$ cat config.mk
export PLATFORM = sky130hd
export DESIGN_NAME = fft_agu_ctrl
export DESIGN_NICKNAME = d
export VERILOG_FILES = /design/src/rtl/fft_agu_ctrl.sv
export SDC_FILE = /design/constraint.sdc
export NUM_CORES = 1
export LEC_CHECK = 0
export BUFFER_PORTS_ARGS = -buffer_cell sky130_fd_sc_hd__buf_2
export CAP_MARGIN = 15
export CORE_MARGIN = 2
export CORE_UTILIZATION = 45
export CTS_BUF_LIST = sky130_fd_sc_hd__clkbuf_4 sky130_fd_sc_hd__clkbuf_8
export CTS_CLUSTER_SIZE = 12
export DETAILED_ROUTE_END_ITERATION = 10
export PLACE_DENSITY = 0.65
export SLEW_MARGIN = 10
export SYNTH_ARGS = -nofsm -noshare
export SYNTH_HDL_FRONTEND = slang
export SYNTH_SLANG_ARGS = --single-unit
export TNS_END_PERCENT = 20
$ cat constraint.sdc
create_clock -name clock -period 4.8 [get_ports clock]
set_clock_uncertainty 0.1 [all_clocks]
set_input_delay 0 -clock clock [delete_from_list [all_inputs] [get_ports clock]]
set_output_delay 0 -clock clock [all_outputs]
set_load 0.1 [all_outputs]
$ cat src/rtl/fft_agu_ctrl.sv
// Address generation and bank control for a 32-point radix-2 FFT: sample load, 5 butterfly stages, ping-pong banks.
// Optional macro FFT_BITREV_LOAD_EN: bit-reverse the load address instead of writing in natural order.
module fft_agu_ctrl #(
  parameter int unsigned BFLY_LAT = 3
) (
  input  logic       clock,
  input  logic       reset,
  input  logic       start,
  input  logic       in_valid,
  output logic       in_ready,
  output logic       LoadEnable,
  output logic       LoadDataWrite,
  output logic [4:0] LoadDataAddr,
  output logic [4:0] ReadGAddr,
  output logic [4:0] ReadHAddr,
  output logic [4:0] WriteGAddr,
  output logic [4:0] WriteHAddr,
  output logic [3:0] TwiddleAddr,
  output logic       RWAddrEN,
  output logic       BankReadSelect,
  output logic       Bank0WriteEN,
  output logic       Bank1WriteEN,
  output logic       busy,
  output logic       done,
  output logic [2:0] stage
);

  typedef enum logic [2:0] {IDLE, LOAD, READ, DRAIN, FINISH} stateT;

  stateT      state, nextState;
  logic [4:0] loadCnt;
  logic [3:0] bCnt;
  logic [2:0] drainCnt;
  logic [2:0] stageReg;
  logic       drainLast;

  logic [4:0] bExt, lowMask, rdG, rdH, loadAddr;
  logic [3:0] twid;

  logic [4:0] gPipe [BFLY_LAT];
  logic [4:0] hPipe [BFLY_LAT];
  logic       vPipe [BFLY_LAT];
  logic       wrValid;

  assign drainLast = (drainCnt == 3'(BFLY_LAT - 1));

  // Butterfly pair: insert a zero at bit position `stage` of b; partner differs only in that bit.
  always_comb begin
    bExt    = {1'b0, bCnt};
    lowMask = (5'd1 << stageReg) - 5'd1;
    rdG     = ((bExt >> stageReg) << (stageReg + 3'd1)) | (bExt & lowMask);
    rdH     = rdG + (5'd1 << stageReg);
    twid    = (bCnt & lowMask[3:0]) << (3'd4 - stageReg);
  end

`ifdef FFT_BITREV_LOAD_EN
  assign loadAddr = {loadCnt[0], loadCnt[1], loadCnt[2], loadCnt[3], loadCnt[4]};
`else
  assign loadAddr = loadCnt;
`endif

  always_ff @(posedge clock or posedge reset) begin
    if (reset) state <= IDLE;
    else       state <= nextState;
  end

  always_comb begin
    nextState      = state;
    in_ready       = 1'b0;
    LoadEnable     = 1'b0;
    LoadDataWrite  = 1'b0;
    LoadDataAddr   = '0;
    ReadGAddr      = '0;
    ReadHAddr      = '0;
    TwiddleAddr    = '0;
    RWAddrEN       = 1'b0;
    BankReadSelect = 1'b0;
    busy           = 1'b1;
    done           = 1'b0;
    case (state)
      IDLE: begin
        busy = 1'b0;
        if (start) nextState = LOAD;
      end
      LOAD: begin
        in_ready      = 1'b1;
        LoadEnable    = 1'b1;
        LoadDataWrite = in_valid;
        LoadDataAddr  = loadAddr;
        if (in_valid && loadCnt == 5'd31) nextState = READ;
      end
      READ: begin
        ReadGAddr      = rdG;
        ReadHAddr      = rdH;
        TwiddleAddr    = twid;
        RWAddrEN       = ~stageReg[0];
        BankReadSelect = stageReg[0];
        if (bCnt == 4'd15) nextState = DRAIN;
      end
      DRAIN: begin
        RWAddrEN       = ~stageReg[0];
        BankReadSelect = stageReg[0];
        if (drainLast) nextState = (stageReg == 3'd4) ? FINISH : READ;
      end
      FINISH: begin
        done           = 1'b1;
        BankReadSelect = 1'b1;
        nextState      = IDLE;
      end
      default: nextState = IDLE;
    endcase
  end

  always_ff @(posedge clock or posedge reset) begin
    if (reset) begin
      loadCnt  <= '0;
      bCnt     <= '0;
      drainCnt <= '0;
      stageReg <= '0;
    end else begin
      case (state)
        IDLE: begin
          loadCnt  <= '0;
          bCnt     <= '0;
          drainCnt <= '0;
          stageReg <= '0;
        end
        LOAD: if (in_valid) loadCnt <= loadCnt + 5'd1;
        READ: begin
          bCnt     <= bCnt + 4'd1;
          drainCnt <= '0;
        end
        DRAIN: begin
          if (drainLast) begin
            drainCnt <= '0;
            if (stageReg != 3'd4) stageReg <= stageReg + 3'd1;
          end else begin
            drainCnt <= drainCnt + 3'd1;
          end
        end
        FINISH:  stageReg <= '0;
        default: stageReg <= '0;
      endcase
    end
  end

  // Read addresses ride a BFLY_LAT-deep pipe so writes land when the butterfly result emerges.
  always_ff @(posedge clock or posedge reset) begin
    if (reset) begin
      for (int unsigned i = 0; i < BFLY_LAT; i++) begin
        gPipe[i] <= '0;
        hPipe[i] <= '0;
        vPipe[i] <= 1'b0;
      end
    end else begin
      gPipe[0] <= ReadGAddr;
      hPipe[0] <= ReadHAddr;
      vPipe[0] <= (state == READ);
      for (int unsigned i = 1; i < BFLY_LAT; i++) begin
        gPipe[i] <= gPipe[i-1];
        hPipe[i] <= hPipe[i-1];
        vPipe[i] <= vPipe[i-1];
      end
    end
  end

  assign wrValid      = vPipe[BFLY_LAT-1];
  assign WriteGAddr   = gPipe[BFLY_LAT-1];
  assign WriteHAddr   = hPipe[BFLY_LAT-1];
  // A stage's last write completes inside its DRAIN, so the current stage parity picks the write bank.
  assign Bank1WriteEN = wrValid & ~stageReg[0];
  assign Bank0WriteEN = (wrValid & stageReg[0]) | LoadDataWrite;
  assign stage        = stageReg;

endmodule

==> Word-level counts from Yosys, hierarchy flattened <==
Cells that the tools add are included.
Widths: inputs -> output; s select.
{ "totals": {"output_inout_bits": 41, "register_bits": 51, "wordCells": 83} }
{ "classes": {"add_sub_neg": 7, "n_eq_ne": 15, "n_mux": 24, "shifts": 4, "n_reduce_logical": 11, "bitwise": 8} }
{ "op_table": {"columns": ["cell", "count"], "rows": [
  ["$mux 3", 8],
  ["$mux 5", 4],
  ["$ne 2x2->1 const B", 6],
  ["$pmux 3 s2", 2],
  ["$pmux 3 s4", 1],
  ["$pmux 5 s2", 1],
  ["$eq 3x2->1 const B", 3],
  ["$pmux 4 s2", 1],
  ["$add 3x1->3 const B", 2],
  ["$eq 3x3->1 const B", 2],
  ["$reduce_bool 2->1", 3],
  ["$reduce_or 2->1", 3],
  ["$add 5x1->5 const B", 1],
  ["$add 5x5->5", 1],
  ["$and 4x5->5", 1],
  ["$eq 5x5->1 const B", 1],
  ["$mux 1", 5],
  ["$or 5x5->5", 1],
  ["$shl 1x3->5 const A", 1],
  ["$shl 5x3->5", 1],
  ["$shr 4x3->5", 1],
  ["$sub 5x1->5 const B", 1],
  ["$add 4x1->4 const B", 1],
  ["$and 4x4->4", 1],
  ["other kinds (15)", 17]
]} }

==> Logic depth before layout (Yosys ltp) <==
Gate-level depths: netlist of run 1.
{ "depth": {"word_depth": 6, "mapped_depth": 13, "ltp_nobuf": 12} }

==> Worst setup path after synthesis of run 1 <==
No wires, ideal clock.
{ "synth_timing": {"path_type": "reg-to-reg", "from": "register stageReg[0] (netlist: stage[0])", "to": "register gPipe[13] (netlist name)", "path_stages_with_launch": 8, "period_less_slack_ns": 4.954, "n_path_buf": 1, "t_arrival_ns": 4.489, "setup_slack_ns": -0.154, "cell_sequence": "dfrtp_1 buf_2 inv_1 ha_1 ha_1 a21oi_1 xnor2_1 o32ai_1"} }
{ "synth_via": {"elab_chain_len": 5, "word_cells_on_any_way": 8} }
{ "synth_lines": {"columns": ["item", "line", "rtl"], "rows": [
  ["start, declared", "34", "logic [2:0] stageReg;"],
  ["start signal, assigned", "136", "if (stageReg != 3'd4) stageReg <= stageReg + 3'd1;"],
  ["$shl 1x3->5", "50", "lowMask = (5'd1 << stageReg) - 5'd1;"],
  ["$sub 5x1->5", "50", null],
  ["$and 4x5->5", "51", "rdG = ((bExt >> stageReg) << (stageReg + 3'd1)) | (bExt & lowMask);"],
  ["$or 5x5->5 *", "51", null],
  ["$mux 5 *", "80", "case (state)"],
  ["via ReadGAddr[3]", "14", "output logic [4:0] ReadGAddr,"],
  ["end signal, assigned by index", "160", "gPipe[i] <= gPipe[i-1];"],
  ["end, declared", "40", "logic [4:0] gPipe [BFLY_LAT];"]
]} }
Mark *: on every way through the listed nets, which the timed path passes. The rest lies on a longest branch.
A chain may end at the register's enable or synchronous reset.

==> Worst setup path in the final report of run 1 <==
{ "layout_timing": {"from": "register stageReg[1] (netlist: stage[1])", "to": "output port ReadHAddr[4]"} }
{ "layout_via": {"elab_chain_len": 6, "word_cells_on_any_way": 9} }
{ "layout_lines": {"columns": ["item", "line", "rtl"], "rows": [
  ["$shl 1x3->5", "50, 52", null],
  ["$sub 5x1->5", "50", null],
  ["$and 4x5->5", "51", null],
  ["$or 5x5->5", "51", null],
  ["$add 5x5->5 *", "52", "rdH = rdG + (5'd1 << stageReg);"],
  ["$mux 5 *", "80", null],
  ["end, declared", "15", "output logic [4:0] ReadHAddr,"]
]} }
Every way passes the cells marked *; elsewhere a longest branch is shown, timed or not.

==> impl_metrics.tcl, run 1 <==
set metrics [dict create \
    status "completed" \
    antenna_cells 0 \
    hold_viol 0 \
    synth_top_family_by_area "simple AND/OR/NAND/NOR gates" \
    syn-num-nets 271 \
    end_kind "output pin" \
    crit_chain "inv_1 -> ha_1 -> mux2i_1 -> o21ai_0 -> a32oi_1 -> o22ai_1 -> ha_1 -> and3_1 -> or3_1 -> and3_1 -> mux2_4 -> buf_2" \
    start_util_pct 47.3 \
    hold_path.class "input pin to register" \
    slowest_delay_ps 580 \
    root_buffer "clkbuf_8" \
    crit_arrival_ps 3890 \
    cts_setup_buffers 0 \
    synth_edf_count 0 \
    overflow 0 \
    placed_cells_incl_taps 347 \
    synth_async_sr_flop_share_pct 100 \
    required_ps 4700 \
    gp_congestion 0.872 \
    grt_max_degree 52 \
    holdWs_ps 63.7 \
    die_h_um 80.5 \
    cts_inserted_buffers 5 \
    clkSlewWorstSetupHoldPaths_ps 100 \
    final_common_cell "dfrtp_1" \
    vias 1910 \
    cts.sinks 51 \
    syn-instance-count 251 \
    synth_seq_cells 51 \
    yosys.area_share.simple_pct 18.4 \
    synth.area.top_cells "dfrtp_1 48%, ha_1 7.1%, buf_4 4.0%, o21ai_0 2.9%, nand2_1 2.6%" \
    worstMarginPinSlew_ps 568 \
    seq_area_mm2 0.00128 \
    grt_use_total_pct 16.1 \
    drive_gt1_share_pct 24.1 \
    synthMuxAreaShare_pct 3.28 \
    layout.cells.most_common_list "51 x dfrtp_1, 44 x buf_2, 18 x nand2_1, 15 x o21ai_0, 15 x ha_1" \
    post-dp-hpwl_mm 3.60 \
    cts_tree "yes" \
    cp_top_family "adder cells" \
    startpoint_type "register" \
    ys_warn_count 0 \
    area_delta_synth_final_pct 12.0 \
    fmax_mhz 251 \
    yosysUniqueCellTypes 54 \
    coreArea_mm2 0.00557 \
    grt_pass1_vias 1599 \
    grt_pass1_wl_mm 7.86 \
    synthXorXnorAreaFrac_pct 2.00 \
    n_fill_cell 518 \
    crit_fanout 13 \
    setup-violations-final 0 \
    fin_crit_ps 3990 \
    drc_errors 0 \
    instances_no_fill 358 \
    setup_tns_ps 0 \
    h-tree-depth 2 \
    antenna_found_initial 0 \
    die_w_um 80.5 \
    io_buffers 44 \
    insertion_delay_ps 300 \
    synth_compound_area_share_pct 12.7 \
    die_area_mm2 0.00648 \
    routed_wl_mm 5.08 \
    ant_nets 0 \
    multi_input_area_mm2 0.00117 \
    max-clock-path-buffers 2 \
    synth_top_area_cell "dfrtp_1" \
    synthFlopType "dfrtp_1" \
    relSlewSlack_pct 62.1 \
    cap_violations 0 \
    vias_per_cell 5.34 \
    wire_per_inst_um 14.2 \
    crit_type "register to output pin" \
    synth_area_mm2 0.00263 \
    fin_crit_sh_pct 83.1 \
    io-pin-count 45 \
    drt_iter0_drc 67 \
    synth_top_area_share_pct 48.5 \
    nets 305 \
    crit_slowest_cell "dfrtp_1" \
    ys_seq_area_share_pct 48.5 \
    crit_buf_inv 2 \
    avgSynthCellArea_um2 10.5 \
    rsz0062_at_grt "no" \
    dr.pass1.iters 4 \
    placement_rows 27 \
    synthAdderAreaFrac_pct 7.89 \
    drv_slew 0 \
]
-- kinds of logic after synthesis --
group,after synthesis
muxes,8
AOI/OAI and AO/OA,51
DFF,51
adders and majority gates,16
buffers and inverters,35
and+or+nand+nor,84
xor gates and xnor gates,6
-- synth_stat cells (all sizes together), types with 4 or more instances --
master,count
a21o,4
a21oi,7
and2,8
and3,7
buf,19
dfrtp,51
ha,15
inv,13
mux2i,6
nand2,20
nand3,8
nand3b,4
nor2,8
nor2b,7
nor3,7
nor3b,4
o21ai,18
o22ai,6
xor2,4
-- cell type report --
type | count | share of cell area, %
sequential | 51 | 43.3
multi-input combinational | 165 | 39.8
timing repair buffer | 48 | 9.08
tap | 72 | 3.05
clock buffer | 6 | 2.59
inverter | 14 | 1.82
clock inverter | 2 | 0.424
-- layer usage --
layer	up-vias	share of wire, %	global-route usage [%]
met5	-	0	0
met3	8	5.4	3.60
met2	55	44	23.1
met1	913	49	23.2
li1	934	-	-
met4	0	2.0	6.95
-- worst reg2reg max path, stage by stage, from the launching register on --
cell and delay (ps):
dfrtp_1 580, inv_1 120, ha_1 540, mux2i_1 220, o21ai_0 90, a32oi_1 260
o22ai_1 140, ha_1 350, and3_1 180, or3_1 360, and3_1 190, mux2_4 260
-- state kept, by name (all words and copies together), names as in the netlist --
signal	count
hPipe	10
WriteHAddr	5
gPipe	10
stage	3
loadAddr	5
drainCnt	3
WriteGAddr	5
bCnt	4
wrValid	1
state	3
vPipe	2
-- final timing paths --
path / from / to / slack [ps] / cells after the start
max in group asynchronous: reset / gPipe[5]$_DFF_PP0_ / 3970 / 4
min in group asynchronous: reset / loadAddr[4]$_DFFE_PP0P_ / 120 / 3
worst min register to register: gPipe[6]$_DFF_PP0_ / WriteGAddr[1]$_DFF_PP0_ / 250 / 0
worst min-delay path: start / state[2]$_DFFE_PP0P_ / 60 / 5
worst max register to register: stage[1]$_DFFE_PP0P_ / hPipe[14]$_DFF_PP0_ / 1290 / 11
worst max-delay path: stage[1]$_DFFE_PP0P_ / ReadHAddr[4] / 810 / 12
-- repair_timing --
action	CTS	global route
hold buffers	2	0
endpoints found under the hold margin	53	0
resized for setup	0	0
-- metrics by stage --
step,cell area (um^2),setup slack (ps),util (%)
6_report,2950,812,52.9
4_1_cts,2930,843,52.6
3_5_place_dp,2820,1180,50.6
3_3_place_gp,2820,1270,50.6
2_1_floorplan,2640,-131,-
5_1_grt,2950,604,52.9
Power of run 1 is not shown: default switching activity piles up to over one toggle a cycle in this logic, so the estimate is an artifact.
==> run 2, diff against run 1 <==
Settings changed: PLACE_DENSITY 0.65 to 0.68.
Clock period 4.8 ns to 3.6 ns, I/O delays scaled along.
==> run 2 against run 1 <==
Setup slack lost 680 ps. Worst hold slack gained 10 ps. Die area is the same. Non-clock buffer count grew 8. Register-to-register slack lost 780 ps. Wire length grew 6.0%.
==> impl_metrics.tcl, run 2 (synthesis gave the netlist of run 1 again) <==
set metrics [dict create \
    vias_per_cell 5.33 \
    cp.depth 13 \
    io-pin-count 45 \
    vias 1952 \
    drt_iter0_drc 131 \
    cap_violations 0 \
    fin_crit_ps 3470 \
    relSlewSlack_pct 60.5 \
    cts.sinks 51 \
    status "completed" \
    cts_tree "yes" \
    die_area_mm2 0.00648 \
    area_delta_synth_final_pct 18.8 \
    drive_gt1_share_pct 33.3 \
    instances_no_fill 366 \
    r2r_cells 12 \
    hold_path.class "input pin to async pin" \
    cts_inserted_buffers 5 \
    fmax_mhz 289 \
    post-dp-hpwl_mm 3.88 \
    startpoint_type "register" \
    crit_top_cell "and3_1" \
    drc_errors 0 \
    wire_per_inst_um 14.7 \
    crit_arrival_ps 3370 \
    fin_crit_sh_pct 96.3 \
    final_common_cell "dfrtp_1" \
    start_util_pct 47.3 \
    max-clock-path-buffers 2 \
    groute.layer.met2.usage_pct 26.5 \
    ant_nets 0 \
    insertion_delay_ps 310 \
    crit_fanout 5 \
    grt_use_met3_pct 3.48 \
    end_kind "output pin" \
    dr.pass1.iters 4 \
    grt_use_total_pct 18.0 \
    hold_viol 0 \
    clkSlewWorstSetupHoldPaths_ps 100 \
    grt_max_degree 52 \
    place_area_mm2 0.00289 \
    drv_slew 0 \
    io_buffers 44 \
    fin_area_mm2 0.00313 \
    crit_chain "inv_2 -> ha_4 -> ha_2 -> inv_1 -> ha_1 -> nor2b_1 -> a31o_2 -> fa_2 -> and3_1 -> or3_4 -> and3_1 -> mux2_4 -> buf_12" \
    setup_tns_ps 0 \
    root_buffer "clkbuf_8" \
    antenna_cells 0 \
    placed_cells_incl_taps 352 \
    reg2reg_setup_slack_ps 510 \
    worstMarginPinSlew_ps 593 \
    die_h_um 80.5 \
    grt_pass1_vias 1791 \
    h-tree-depth 2 \
    coreArea_mm2 0.00557 \
    routed_wl_mm 5.38 \
    crit_type "register to output pin" \
    layout.cells.most_common_list "48 x dfrtp_1, 43 x buf_2, 18 x nand2_1, 15 x o21ai_0, 11 x ha_1" \
    grt.busiest_layer "met2" \
    timing.rr.start "stage[0]$_DFFE_PP0P_" \
    crit_slowest_cell "dfrtp_2" \
    worstReg2RegEnd "hPipe[14]$_DFF_PP0_" \
    crit_buf_inv 3 \
    nets 313 \
    placement_rows 27 \
    die_w_um 80.5 \
    holdWs_ps 73.7 \
    gp_congestion 0.940 \
    setup-violations-final 0 \
    antenna_found_initial 0 \
    required_ps 3500 \
    slowest_delay_ps 450 \
    grt_pass1_wl_mm 8.87 \
    top_regs "gPipe (10), hPipe (10)" \
    overflow 0 \
    cp_top_family "adder cells" \
    grt_util_met1_pct 26.4 \
]
run 2: cell types whose count changed in the layout (fill, tap and decap cells not counted), sizes merged:
cell and change:
clkinv +1, buf +8, clkbuf -1
run 2: final cells by class:
cell class,count,area (um^2)
Inverter,14,53.8
Clock buffer,5,68.8
Clock inverter,3,25.0
Timing Repair Buffer,56,343
Sequential cell,51,1280
Fill cell,476,2450
Tap cell,72,90.1
Multi-Input combinational cell,165,1270
run 2: worst register-to-register path, cell delays in order (launching register included):
cell,delay (ps)
dfrtp_2,450
inv_2,90
ha_4,140
ha_2,170
inv_1,60
ha_1,260
nor2b_1,60
a31o_2,250
fa_2,370
and3_1,200
or3_4,370
and3_1,190
mux2_4,280
run 2: repair_timing:
item                                    CTS  global route
pin swaps                                 0             3
hold buffers                              2             0
endpoints found under the setup margin    1             1
buffers inserted                          3             0
endpoints found under the hold margin    55             0
gates resized for setup                   4            14
run 2: layer usage:
layer	vias to the layer above	part of all wire [%]	wire length, um
met5	-	0	0
met4	0	1.5	78
met3	11	5.7	304
met2	56	46	2470
met1	938	47	2520
li1	947	-	-
run 2: metrics by stage:
stage,setup WS (ps),util (%)
after global placement,230,51.9
after global routing,-19.7,56.1
final,134,56.1
after detailed placement,128,51.9
after floorplan,-160,-
after CTS,4.87,54.5
run 2: worst max-delay path by stage:
stage / from / end / slack (ps)
5_1_grt: stage[0]$_DFFE_PP0P_ / ReadHAddr[4] / -20
6_report: stage[0]$_DFFE_PP0P_ / ReadHAddr[4] / 130
3_3_place_gp: stage[1]$_DFFE_PP0P_ / ReadHAddr[4] / 230
3_5_place_dp: stage[1]$_DFFE_PP0P_ / ReadHAddr[4] / 130
2_1_floorplan: stage[0]$_DFFE_PP0P_ / hPipe[13]$_DFF_PP0_ / -160
4_1_cts: stage[0]$_DFFE_PP0P_ / ReadHAddr[4] / 5
Power of run 2 is left out for the same reason.
==> run 3, diff against run 2 <==
Settings changed: CORE_UTILIZATION 45 to 39, PLACE_DENSITY 0.68 to 0.6.
==> run 3 against run 2 <==
Register-to-register slack worse by 30 ps. First-iteration DRC count decreased by 46%. Global-route usage down 2.7 points. Die area increased by 15%. Design area shrank 0.32%. Maximum frequency shrank 0.21%. Wire length is 1.0% lower. Non-clock buffer count down 4. Flip-flop and latch count is the same. Core utilization is 7.8 points lower. Clock-buffer cell count is 1 higher.
==> impl_metrics.tcl, run 3 (synthesis gave the netlist of run 1 again) <==
set metrics [dict create \
    status "completed" \
    cts.sinks 51 \
    nets 309 \
    vias 1866 \
    routed_wl_mm 5.32 \
    placed_cells_incl_taps 355 \
    final_common_cell "dfrtp_1" \
    overflow 0 \
    instances_no_fill 367 \
    fmax_mhz 288 \
    grt.busiest_layer "met2" \
    cap_violations 0 \
    holdWs_ps 69.0 \
    required_ps 3500 \
    drive_gt1_share_pct 32.1 \
    wire_per_inst_um 14.5 \
    crit_fanout 10 \
    crit_type "register to output pin" \
    dpl_worst_slack_ps 224 \
    relSlewSlack_pct 42.5 \
    hold_viol 0 \
    start_util_pct 40.8 \
    setup-violations-final 0 \
    crit_chain "buf_4 -> ha_1 -> or2_1 -> a21oi_2 -> xnor2_2 -> o22ai_1 -> ha_1 -> and3_1 -> or3_1 -> and3_1 -> mux2_4 -> buf_12" \
    fin_crit_sh_pct 96.5 \
    n_fill_cell 609 \
    area_delta_synth_final_pct 18.4 \
    groute.layer.met2.usage_pct 22.6 \
    antenna_found_initial 0 \
    crit_slowest_cell "dfrtp_2" \
    worstMarginPinSlew_ps 862 \
    ant_nets 0 \
    max-clock-path-buffers 2 \
    crit_arrival_ps 3370 \
    die_area_mm2 0.00743 \
    crit_buf_inv 2 \
    dr.pass1.iters 4 \
    io-pin-count 45 \
    worst_slack_ps 127 \
    placement_rows 29 \
    layout.cells.most_common_list "48 x dfrtp_1, 43 x buf_2, 18 x nand2_1, 15 x o21ai_0" \
    grt_pass1_wl_mm 8.96 \
    cp_top_family "simple AND/OR/NAND/NOR gates" \
    setup_tns_ps 0 \
    multi_input_area_mm2 0.00128 \
    die_w_um 86.2 \
    startpoint_type "register" \
    clkSlewWorstSetupHoldPaths_ps 100 \
    grt_pass1_vias 1771 \
    drc_errors 0 \
    antenna_cells 0 \
    grt_util_met1_pct 22.5 \
    end_kind "output pin" \
    slowest_delay_ps 440 \
    io_buffers 44 \
    root_buffer "clkbuf_8" \
    coreArea_mm2 0.00646 \
    seq_area_mm2 0.00128 \
    grt_max_degree 52 \
    gp_congestion 0.854 \
    fin_crit_ps 3470 \
    h-tree-depth 2 \
    vias_per_cell 5.08 \
    cts_inserted_buffers 5 \
    cts_tree "yes" \
    drt_iter0_drc 71 \
    insertion_delay_ps 300 \
    drv_slew 0 \
    die_h_um 86.2 \
    grt_use_total_pct 15.3 \
    hold_path.class "input pin to register" \
    post-dp-hpwl_mm 3.77 \
    top_regs "gPipe (10), hPipe (10)" \
    grt_use_met3_pct 2.95 \
]
-- run 3: changes by cell type in the layout (fill, tap and decap cells not counted), moves of 2 or more --
cell   delta
inv_2     -4
buf_4     -3
ha_4      +2
inv_4     +2
-- run 3: routing by layer --
layer | share of wire (%) | vias up
met3 | 4.3 | 7
li1 | - | 942
met1 | 49 | 868
met2 | 44 | 49
met4 | 1.8 | 0
met5 | 0 | -
-- run 3: worst paths after layout --
path	from	end	slack, ps	cells past startpoint
min in group asynchronous	reset	loadAddr[0]$_DFFE_PP0P_	280	3
hold reg to reg	gPipe[11]$_DFF_PP0_	gPipe[6]$_DFF_PP0_	250	0
setup reg to reg	stage[0]$_DFFE_PP0P_	hPipe[14]$_DFF_PP0_	480	11
max in group asynchronous	reset	stage[2]$_DFFE_PP0P_	2550	3
setup / recovery	stage[0]$_DFFE_PP0P_	ReadHAddr[4]	130	12
hold / removal	start	state[2]$_DFFE_PP0P_	70	5
-- run 3: through the flow --
step	utilization [%]	cell area, um^2
2_1_floorplan	-	2680
3_3_place_gp	44.8	2900
3_5_place_dp	44.8	2900
4_1_cts	47.3	3060
5_1_grt	48.3	3120
6_report	48.3	3120
-- run 3: timing repair --
action	in CTS	in global routing
setup endpoints to repair	1	1
buffers inserted	2	0
hold buffers	2	0
hold endpoints to repair	54	0
pin swaps	0	1
resized for setup	4	11
-- run 3: layout make-up --
| type | instances | share of cell area (%) |
|---|---|---|
| well taps | 77 | 3.09 |
| clock inverters | 2 | 0.522 |
| flip-flops and latches | 51 | 41.1 |
| multi-input cells | 165 | 41.1 |
| clock buffers | 6 | 2.65 |
| repair buffers | 52 | 9.63 |
| inverters | 14 | 1.93 |
-- run 3: worst register-to-register path, delay by kind of cell (launching register included) --
kind                     cells  cell delay [ps]
AO/OA/AOI/OAI                2              330
multiplexers                 1              280
AND/OR/NAND/NOR              4              990
adder cells (fa/ha/maj)      2              540
flip-flops                   1              440
buffers and inverters        1              180
XOR/XNOR                     1              150
Power of run 3 is left out for the same reason.
